--- config.mk ---
export PLATFORM = sky130hd
export DESIGN_NAME = csr_unit
export DESIGN_NICKNAME = d
export VERILOG_FILES = /design/src/rtl/csr_unit.sv
export SDC_FILE = /design/constraint.sdc
export NUM_CORES = 1
export LEC_CHECK = 0
export BUFFER_PORTS_ARGS = -buffer_cell sky130_fd_sc_hd__buf_2
export CORE_MARGIN = 3
export CORE_UTILIZATION = 50
export DETAILED_ROUTE_END_ITERATION = 8
export PLACE_DENSITY_LB_ADDON = 0.25
export SYNTH_ARGS = -nofsm -noshare
export SYNTH_HDL_FRONTEND = slang
export SYNTH_SLANG_ARGS = --single-unit
export TNS_END_PERCENT = 1
--- constraint.sdc ---
create_clock -name i_clk -period 2.6 [get_ports i_clk]
set_input_delay 0.26 -clock i_clk [delete_from_list [all_inputs] [get_ports i_clk]]
set_output_delay 0.26 -clock i_clk [all_outputs]
set_load 0.03 [all_outputs]
--- src/rtl/csr_unit.sv ---
// Machine-mode Zicsr unit: fixed CSR set, 64-bit mcycle/minstret with inhibit.
// Registered write-back one cycle after the request; illegal accesses have no side effects.
module csr_unit #(
  parameter int          XLEN        = 32,
  parameter logic [63:0] HARTID      = '0,
  parameter logic [63:0] RESET_MTVEC = '0
) (
  input  logic            i_clk,
  input  logic            i_nrst,
  input  logic            i_valid,
  input  logic [11:0]     i_csr_addr,
  input  logic [2:0]      i_funct3,
  input  logic [4:0]      i_rs1_addr_uimm,
  input  logic [4:0]      i_rd_addr,
  input  logic [XLEN-1:0] i_rs1_data,
  input  logic            i_instret,
  output logic            o_rd_we,
  output logic [4:0]      o_rd_addr,
  output logic [XLEN-1:0] o_rd_data,
  output logic            o_illegal
);

  localparam logic [1:0] MXL = (XLEN == 32) ? 2'd1 : 2'd2;
  localparam logic [XLEN-1:0] MISA = {MXL, {(XLEN-11){1'b0}}, 9'h100};
  localparam logic [XLEN-1:0] MTVEC_RST = XLEN'(RESET_MTVEC) & ~XLEN'(3);

  logic            mie_q, mie_d, mpie_q, mpie_d;
  logic            cy_q, cy_d, ir_q, ir_d;
  logic [XLEN-1:0] mtvec_q, mtvec_d, mscratch_q, mscratch_d;
  logic [XLEN-1:0] mepc_q, mepc_d, mcause_q, mcause_d;
  logic [XLEN-1:0] mtval_q, mtval_d;
  logic [63:0]     mcycle_q, mcycle_d, minstret_q, minstret_d;
  logic            rd_we_q, rd_we_d, illegal_q, illegal_d;
  logic [4:0]      rd_addr_q, rd_addr_d;
  logic [XLEN-1:0] rd_data_q, rd_data_d;

  logic [XLEN-1:0] operand, old_val, new_val;
  logic            impl, wr_req, illegal, do_wr;

  // Read mux and address decode
  always_comb begin
    impl    = 1'b1;
    old_val = '0;
    case (i_csr_addr)
      12'hF11, 12'hF12, 12'hF13: old_val = '0;
      12'hF14: old_val = XLEN'(HARTID);
      12'hC00, 12'hB00: old_val = XLEN'(mcycle_q);
      12'hC02, 12'hB02: old_val = XLEN'(minstret_q);
      12'hC80, 12'hB80: begin
        impl    = (XLEN == 32);
        old_val = XLEN'(mcycle_q[63:32]);
      end
      12'hC82, 12'hB82: begin
        impl    = (XLEN == 32);
        old_val = XLEN'(minstret_q[63:32]);
      end
      12'h300: old_val = XLEN'({2'b11, 3'b0, mpie_q, 3'b0, mie_q, 3'b0});
      12'h301: old_val = MISA;
      12'h305: old_val = mtvec_q;
      12'h320: old_val = XLEN'({ir_q, 1'b0, cy_q});
      12'h340: old_val = mscratch_q;
      12'h341: old_val = mepc_q;
      12'h342: old_val = mcause_q;
      12'h343: old_val = mtval_q;
      default: impl = 1'b0;
    endcase
  end

  always_comb begin
    operand = i_funct3[2] ? XLEN'(i_rs1_addr_uimm) : i_rs1_data;
    wr_req  = (i_funct3[1:0] == 2'b01) || (i_rs1_addr_uimm != 5'd0);
    illegal = i_valid & ((i_funct3[1:0] == 2'b00) | ~impl |
              (wr_req & (i_csr_addr[11:10] == 2'b11)));
    do_wr   = i_valid & ~illegal & wr_req;
    case (i_funct3[1:0])
      2'b10:   new_val = old_val | operand;
      2'b11:   new_val = old_val & ~operand;
      default: new_val = operand;
    endcase
  end

  // State update; a counter write overrides that cycle's increment
  always_comb begin
    mie_d      = mie_q;
    mpie_d     = mpie_q;
    cy_d       = cy_q;
    ir_d       = ir_q;
    mtvec_d    = mtvec_q;
    mscratch_d = mscratch_q;
    mepc_d     = mepc_q;
    mcause_d   = mcause_q;
    mtval_d    = mtval_q;
    mcycle_d   = cy_q ? mcycle_q : mcycle_q + 64'd1;
    minstret_d = (i_instret && !ir_q) ? minstret_q + 64'd1 : minstret_q;
    if (do_wr) begin
      case (i_csr_addr)
        12'h300: begin
          mie_d  = new_val[3];
          mpie_d = new_val[7];
        end
        12'h305: mtvec_d = new_val & ~XLEN'(3);
        12'h320: begin
          cy_d = new_val[0];
          ir_d = new_val[2];
        end
        12'h340: mscratch_d = new_val;
        12'h341: mepc_d = new_val & ~XLEN'(3);
        12'h342: mcause_d = new_val;
        12'h343: mtval_d = new_val;
        12'hB00: mcycle_d = (XLEN == 32) ?
          {mcycle_q[63:32], new_val[31:0]} : 64'(new_val);
        12'hB02: minstret_d = (XLEN == 32) ?
          {minstret_q[63:32], new_val[31:0]} : 64'(new_val);
        12'hB80: mcycle_d = {new_val[31:0], mcycle_q[31:0]};
        12'hB82: minstret_d = {new_val[31:0], minstret_q[31:0]};
        default: ;
      endcase
    end
  end

  always_comb begin
    illegal_d = illegal;
    rd_we_d   = i_valid & ~illegal & (i_rd_addr != 5'd0);
    rd_addr_d = rd_we_d ? i_rd_addr : 5'd0;
    rd_data_d = rd_we_d ? old_val : '0;
  end

  always_ff @(posedge i_clk or negedge i_nrst) begin
    if (!i_nrst) begin
      mie_q      <= 1'b0;
      mpie_q     <= 1'b0;
      cy_q       <= 1'b0;
      ir_q       <= 1'b0;
      mtvec_q    <= MTVEC_RST;
      mscratch_q <= '0;
      mepc_q     <= '0;
      mcause_q   <= '0;
      mtval_q    <= '0;
      mcycle_q   <= '0;
      minstret_q <= '0;
      rd_we_q    <= 1'b0;
      rd_addr_q  <= '0;
      rd_data_q  <= '0;
      illegal_q  <= 1'b0;
    end else begin
      mie_q      <= mie_d;
      mpie_q     <= mpie_d;
      cy_q       <= cy_d;
      ir_q       <= ir_d;
      mtvec_q    <= mtvec_d;
      mscratch_q <= mscratch_d;
      mepc_q     <= mepc_d;
      mcause_q   <= mcause_d;
      mtval_q    <= mtval_d;
      mcycle_q   <= mcycle_d;
      minstret_q <= minstret_d;
      rd_we_q    <= rd_we_d;
      rd_addr_q  <= rd_addr_d;
      rd_data_q  <= rd_data_d;
      illegal_q  <= illegal_d;
    end
  end

  assign o_rd_we   = rd_we_q;
  assign o_rd_addr = rd_addr_q;
  assign o_rd_data = rd_data_q;
  assign o_illegal = illegal_q;

endmodule

* After elaboration in Yosys (flattened, before gate mapping)
Index checks and enable logic that the tools add are counted.
** Word-level totals
- Logic and storage cells :: 89
- Flip-flop bits (word level) :: 327
- Output and inout bits :: 39
- Bits of input ports :: 61
** Operators by class
- Bitwise gates (word level) :: 12
- Equality and inequality tests :: 28
- Add/subtract/negate cells :: 2
- Reductions and logical operators :: 18
- Mux-type cells :: 12
** Operator list (number)
- one-hot mux 32 bit (12 select lines) :: 1
- two-way mux 64 bit :: 4
- one-hot mux 64 bit (2 select lines) :: 2
- == test 12 bit (second input constant) :: 12
- adder 64 x 1 -> 64 bit (second input constant) :: 2
- == test 12 x 10 -> 1 bit (second input constant) :: 8
- two-way mux 32 bit :: 2
- one-hot mux 32 bit (2 select lines) :: 1
- AND 32 bit :: 1
- inverter 32 bit :: 1
- bitwise OR 32 bit :: 1
- OR reduction 20 bit :: 1
- AND reduction 2 bit :: 7
- nonzero test 5 bit :: 2
- != test 2 bit (second input constant) :: 4
- OR reduction 2 bit :: 4
- == test 2 bit (second input constant) :: 3
- AND 1 bit :: 5
- two-way mux 5 bit :: 1
- == test 2 x 1 -> 1 bit (second input constant) :: 1
- zero test 2 bit :: 1
- inverter 1 bit :: 2
- bitwise OR 1 bit :: 2
- logical AND 1 bit :: 1
- other kinds (3) :: 3

* Longest topological paths before layout
- Depth after elaboration :: 11
- Depth in mapped cells :: 11

* Least setup slack after synthesis
OpenSTA, ideal clock, no wires.
- Path kind :: flip-flop to flip-flop
- Start point :: register mcycle_q[0]
- End point :: register mcycle_q[52]
- Buffers on the path :: 1
- Setup time :: 0.135 ns
- Slack :: 0.210 ns
- Stages on the path, launching flop included :: 9
- Period minus slack after synthesis :: 2.390 ns
- Arrival time :: 2.255 ns
- Cells stage by stage :: dfrtp_1 ha_1 and3b_1 clkbuf_1 nand3_2 or4_1 nor4_1 mux2i_1 o211ai_1
** On the way
- Cells in the longest elaborated chain, start to end :: 4
** Ends and longest elaborated chain
- from (decl) :: RTL line 32 : logic [63:0] mcycle_q, mcycle_d, minstret_q, minstret_d;
- from (signal assigned) :: RTL line 155 : mcycle_q <= mcycle_d;
- adder 64 x 1 -> 64 bit (*) :: RTL line 93 : mcycle_d = cy_q ? mcycle_q : mcycle_q + 64'd1;
- two-way mux 64 bit (*) :: RTL line 93
- one-hot mux 64 bit (2 select lines) :: RTL line 96 : case (i_csr_addr)
- two-way mux 64 bit (*) :: RTL line 95 : if (do_wr) begin
Every way passes the cells marked *; elsewhere a longest branch is shown, timed or not.
A chain may end at the register's enable or synchronous reset.

* Worst setup path after layout
- Start point :: register ir_q
- End point :: register minstret_q[45]
** On the way
- Cells in the longest elaborated chain, start to end :: 5
** Ends and longest elaborated chain
- from (decl) :: RTL line 28 : logic cy_q, cy_d, ir_q, ir_d;
- from (signal assigned) :: RTL line 149 : ir_q <= ir_d;
- zero test 1 bit (*) :: RTL line 94 : minstret_d = (i_instret && !ir_q) ? minstret_q + 64'd1 : minstret_q;
- logical AND 1 bit (*) :: RTL line 94
- two-way mux 64 bit (*) :: RTL line 94
- one-hot mux 64 bit (2 select lines) :: RTL line 96
- two-way mux 64 bit (*) :: RTL line 95
- to (signal assigned) :: RTL line 156 : minstret_q <= minstret_d;
- to (decl) :: RTL line 32
Marked as above.

==> run_summary.xml <==
<?xml version="1.0" encoding="UTF-8"?>
<metrics>
  <group name="worst_hold_path">
    <metric name="holdCritPathClass" unit="">primary input to flop</metric>
  </group>
  <group name="die">
    <metric name="dieArea" unit="um2">40600</metric>
    <metric name="effective_utilization_at_floorplan" unit="%">51.4</metric>
    <metric name="core" unit="um2">37100</metric>
    <metric name="die_x" unit="um">201</metric>
    <metric name="die_h" unit="um">201</metric>
    <metric name="io_pins" unit="">100</metric>
    <metric name="fp-row-count" unit="">70</metric>
  </group>
  <group name="placement">
    <metric name="port-buffer-count" unit="">99</metric>
    <metric name="place_congestion" unit="">1.04</metric>
    <metric name="hpwl" unit="mm">62.2</metric>
    <metric name="setup_slack_at_placement" unit="ns">-0.145</metric>
    <metric name="post-place-cells" unit="">2905</metric>
  </group>
  <group name="clock_network">
    <metric name="cts_tree" unit="">yes</metric>
    <metric name="htree_num_levels" unit="">2</metric>
    <metric name="cts.reportedPaths.clkPinSlew" unit="ns">0.07</metric>
    <metric name="cts_buffers" unit="">38</metric>
    <metric name="cts_root_buffer" unit="">clkbuf_16</metric>
    <metric name="cts-root-to-sink-buffers" unit="">3</metric>
    <metric name="clock_insertion_delay_worst_skew" unit="ns">0.58</metric>
    <metric name="post_cts_setup_driven_buffer_insertion_count" unit="">0</metric>
    <metric name="tritoncts_num_sinks" unit="">327</metric>
  </group>
  <group name="setup_path">
    <metric name="worstSetupPathType" unit="">flop to flop</metric>
    <metric name="crit_fanout" unit="">11</metric>
    <metric name="arrival" unit="ns">2.94</metric>
    <metric name="end_kind" unit="">flop</metric>
    <metric name="slowest_stage" unit="">or3_1</metric>
    <metric name="critical_path.top_delay_family" unit="">simple AND/OR/NAND/NOR gates</metric>
    <metric name="cp-start-kind" unit="">flop</metric>
    <metric name="timing.critical_path.required" unit="ns">3.03</metric>
    <metric name="path_buf_inv" unit="">1</metric>
    <metric name="cpPeakStageDelay" unit="ns">0.46</metric>
    <metric name="critical_path.cell_chain" unit="">nand3b_1 -&gt; or3_1 -&gt; nor4_1 -&gt; buf_4 -&gt; nand3_1 -&gt; mux2i_1 -&gt; o211ai_1</metric>
  </group>
  <group name="route">
    <metric name="vias_per_cell" unit="">6.88</metric>
    <metric name="antenna_violating_nets_post_route" unit="">0</metric>
    <metric name="detail_route.drc_violations" unit="">0</metric>
    <metric name="number_of_vias_after_detailed_routing" unit="">20557</metric>
    <metric name="dr.first_iter.drc_count" unit="">2996</metric>
    <metric name="detailedRoute.firstPassIterationCount" unit="">8</metric>
    <metric name="wirelength" unit="mm">84.8</metric>
    <metric name="drt-wirelength-per-cell" unit="um">28.4</metric>
  </group>
  <group name="final_layout">
    <metric name="fraction_of_final_layout_cells_sized_beyond_drive_strength_1" unit="%">23.9</metric>
    <metric name="finalCoreUtilization" unit="%">64.6</metric>
    <metric name="nFillCells" unit="">3145</metric>
    <metric name="nNetsFinal" unit="">2511</metric>
    <metric name="syn_to_final_growth" unit="%">25.6</metric>
    <metric name="post_layout_nonfiller_instances" unit="">2986</metric>
    <metric name="regArea" unit="um2">8180</metric>
    <metric name="layout_commonest_cell" unit="">dfrtp_1</metric>
    <metric name="multi_input_area" unit="um2">10100</metric>
    <metric name="layout.cells.most_common_list" unit="">dfrtp_1, buf_4, nand2_1</metric>
  </group>
  <group name="timing">
    <metric name="maxSlewViolCount" unit="">0</metric>
    <metric name="hold_viol" unit="">0</metric>
    <metric name="max_slew.worst_pin.slew" unit="ns">0.836</metric>
    <metric name="period_minus_slack" unit="ns">2.51</metric>
    <metric name="rsz0062_at_grt" unit="">false</metric>
    <metric name="timing.fmax" unit="GHz">0.399</metric>
    <metric name="setup_ws" unit="ns">0.0923</metric>
    <metric name="crit_share_post_route" unit="%">96.5</metric>
    <metric name="finalSetupViolCount" unit="">0</metric>
    <metric name="worst_slew_margin_rel" unit="%">44.3</metric>
    <metric name="worst_clock_skew" unit="ns">0.0271</metric>
  </group>
  <group name="synth">
    <metric name="synth_top_flop_cell" unit="">dfrtp_1</metric>
    <metric name="synth-warning-count" unit="">0</metric>
    <metric name="async_reset_ff_share" unit="%">100</metric>
    <metric name="syn_area_per_cell" unit="um2">8.98</metric>
    <metric name="distinct_cell_type_count_after_synthesis" unit="">88</metric>
    <metric name="synth_seq_area_share" unit="%">42.8</metric>
    <metric name="syn_area" unit="um2">19100</metric>
    <metric name="postSynthRegisterBits" unit="">327</metric>
    <metric name="synth-edff-count" unit="">0</metric>
    <metric name="synth_fp_nets" unit="">2191</metric>
    <metric name="post_synth_inst_count" unit="">2128</metric>
  </group>
  <group name="global_routing">
    <metric name="grt_util_all_layers" unit="%">41.1</metric>
    <metric name="grt_start_max_net_pins" unit="">98</metric>
    <metric name="via_count_of_the_first_global_routing_pass" unit="">19449</metric>
    <metric name="grt_antenna_before_repair" unit="">8</metric>
    <metric name="globalRoute.totalOverflow" unit="">0</metric>
    <metric name="first_pass_grt_wire_length" unit="mm">126</metric>
  </group>
  <group name="status">
    <metric name="run_status" unit="">completed</metric>
  </group>
  <group name="pwr">
    <metric name="static-leakage-power" unit="nW">10.1</metric>
    <metric name="powerDensity" unit="nW/um2">510</metric>
    <metric name="totalPowerFinal" unit="mW">12.2</metric>
    <metric name="worst_supply_voltage_drop_on_vdd" unit="mV">0.425</metric>
  </group>
  <group name="run">
    <metric name="max_cap_viol_count" unit="">0</metric>
  </group>
</metrics>
## flip-flops by register name, indices dropped and copies added (netlist names)
register	cells
mcycle_q	64
minstret_q	64
mcause_q	32
mscratch_q	32
mtval_q	32
o_rd_data	32
mepc_q	30
mtvec_q	30
o_rd_addr	5
cy_q	1
ir_q	1
mie_q	1
mpie_q	1
o_illegal	1
o_rd_we	1
## through the flow
stage | hold slack [ns] | instance area (um2) | setup TNS (ns)
after floorplan | -0.0356 | 19100 | 0
after global routing | 0.271 | 24000 | 0
after CTS | 0.169 | 24000 | 0
final | 0.245 | 24000 | 0
after global placement | 0.366 | 22600 | -2.12
after detailed placement | 0.376 | 22600 | -3.07
## logic make-up (layout without fill, tap and decap cells)
logic type      count (synthesis)  after routing  share of synthesized area, %
flops                         327            327                          42.8
simple gates                  823            823                          22.1
other cells                     0              4                             0
fa+ha+maj                       2              2                         0.131
xor+xnor                       14             14                         0.642
buf+inv                       193            543                          4.63
mux                           102            102                          7.10
compound gates                667            667                          22.6
## area by class of cell
class / instances / area share (%)
multi-input cells: 1608 / 42.1
flip-flops and latches: 327 / 34.1
repair buffers: 450 / 15.4
clock buffers: 55 / 4.60
well taps: 504 / 2.63
clock inverters: 15 / 0.766
inverters: 23 / 0.360
diodes: 4 / 0.0417
## worst reg2reg max path: cells and delay by family (launching register included)
kind	cells	cell delay [ns]
flip-flops	1	0.42
buffers and inverters	1	0.25
AND/OR/NAND/NOR	4	1.15
multiplexers	1	0.40
AO/OA/AOI/OAI	1	0.15
## worst paths after layout
check / end / startpoint / cells after the start / slack [ns]
worst max-delay path: minstret_q[45] / ir_q / 7 / 0.09
min in group asynchronous: o_rd_addr[0] / i_nrst / 2 / 0.34
worst min-delay path: o_illegal / i_funct3[0] / 3 / 0.25
max in group asynchronous: mtval_q[10] / i_nrst / 3 / 1.39
worst min register to register: mtval_q[20] / mtval_q[20] / 2 / 0.47
worst max register to register: minstret_q[45] / ir_q / 7 / 0.09
## synthesized netlist by cell type (all sizes together), types with 5 or more instances
master	number	area [um2]
a32oi	5	43.8
xnor2	8	70.1
xor2	6	52.6
nand3	90	460
nand3b	7	52.6
dfrtp	327	8180
nor4	36	295
nor2b	10	62.6
nor3	58	310
and2	19	119
o221ai	34	298
o211ai	43	333
a31oi	39	263
or3	15	93.8
mux4	26	586
inv	23	86.3
o31ai	6	45.0
nand4b	12	105
and4	20	175
nor2	138	533
o22a	11	97.6
nand4	49	313
mux2i	68	681
a21oi	95	475
clkbuf	91	343
a21o	6	45.0
o22ai	51	319
o21ai	259	1300
and3	33	206
mux2	8	90.1
or4	14	105
nand2	286	1070
a22o	14	123
a32o	5	50.1
buf	79	455
nor3b	9	67.6
a41oi	17	149
o211a	12	135
a22oi	28	210
or2	8	50.1
## timing repair
item	CTS	global route
hold buffers	7	0
setup endpoints to repair	0	2
endpoints found under the hold margin	94	0
gates resized for setup	0	1
## report_power, final
| part | internal (mW) | leakage, nW | switching [mW] | total, mW |
|---|---|---|---|---|
| clock | 3.28 | 0.625 | 2.36 | 5.64 |
| combinational | 0.461 | 5.01 | 0.804 | 1.27 |
| sequential | 5.18 | 4.43 | 0.159 | 5.34 |
## per-layer routing
metal  GRT usage, %  up-vias  wire (um)
met5              0        -         44
met3           10.7      351      10900
met4           25.6        6       6370
met1           55.6     9929      32300
li1               -     8684          -
met2           59.0     1587      35100
Note: power is estimated with default switching activity, not from simulation.
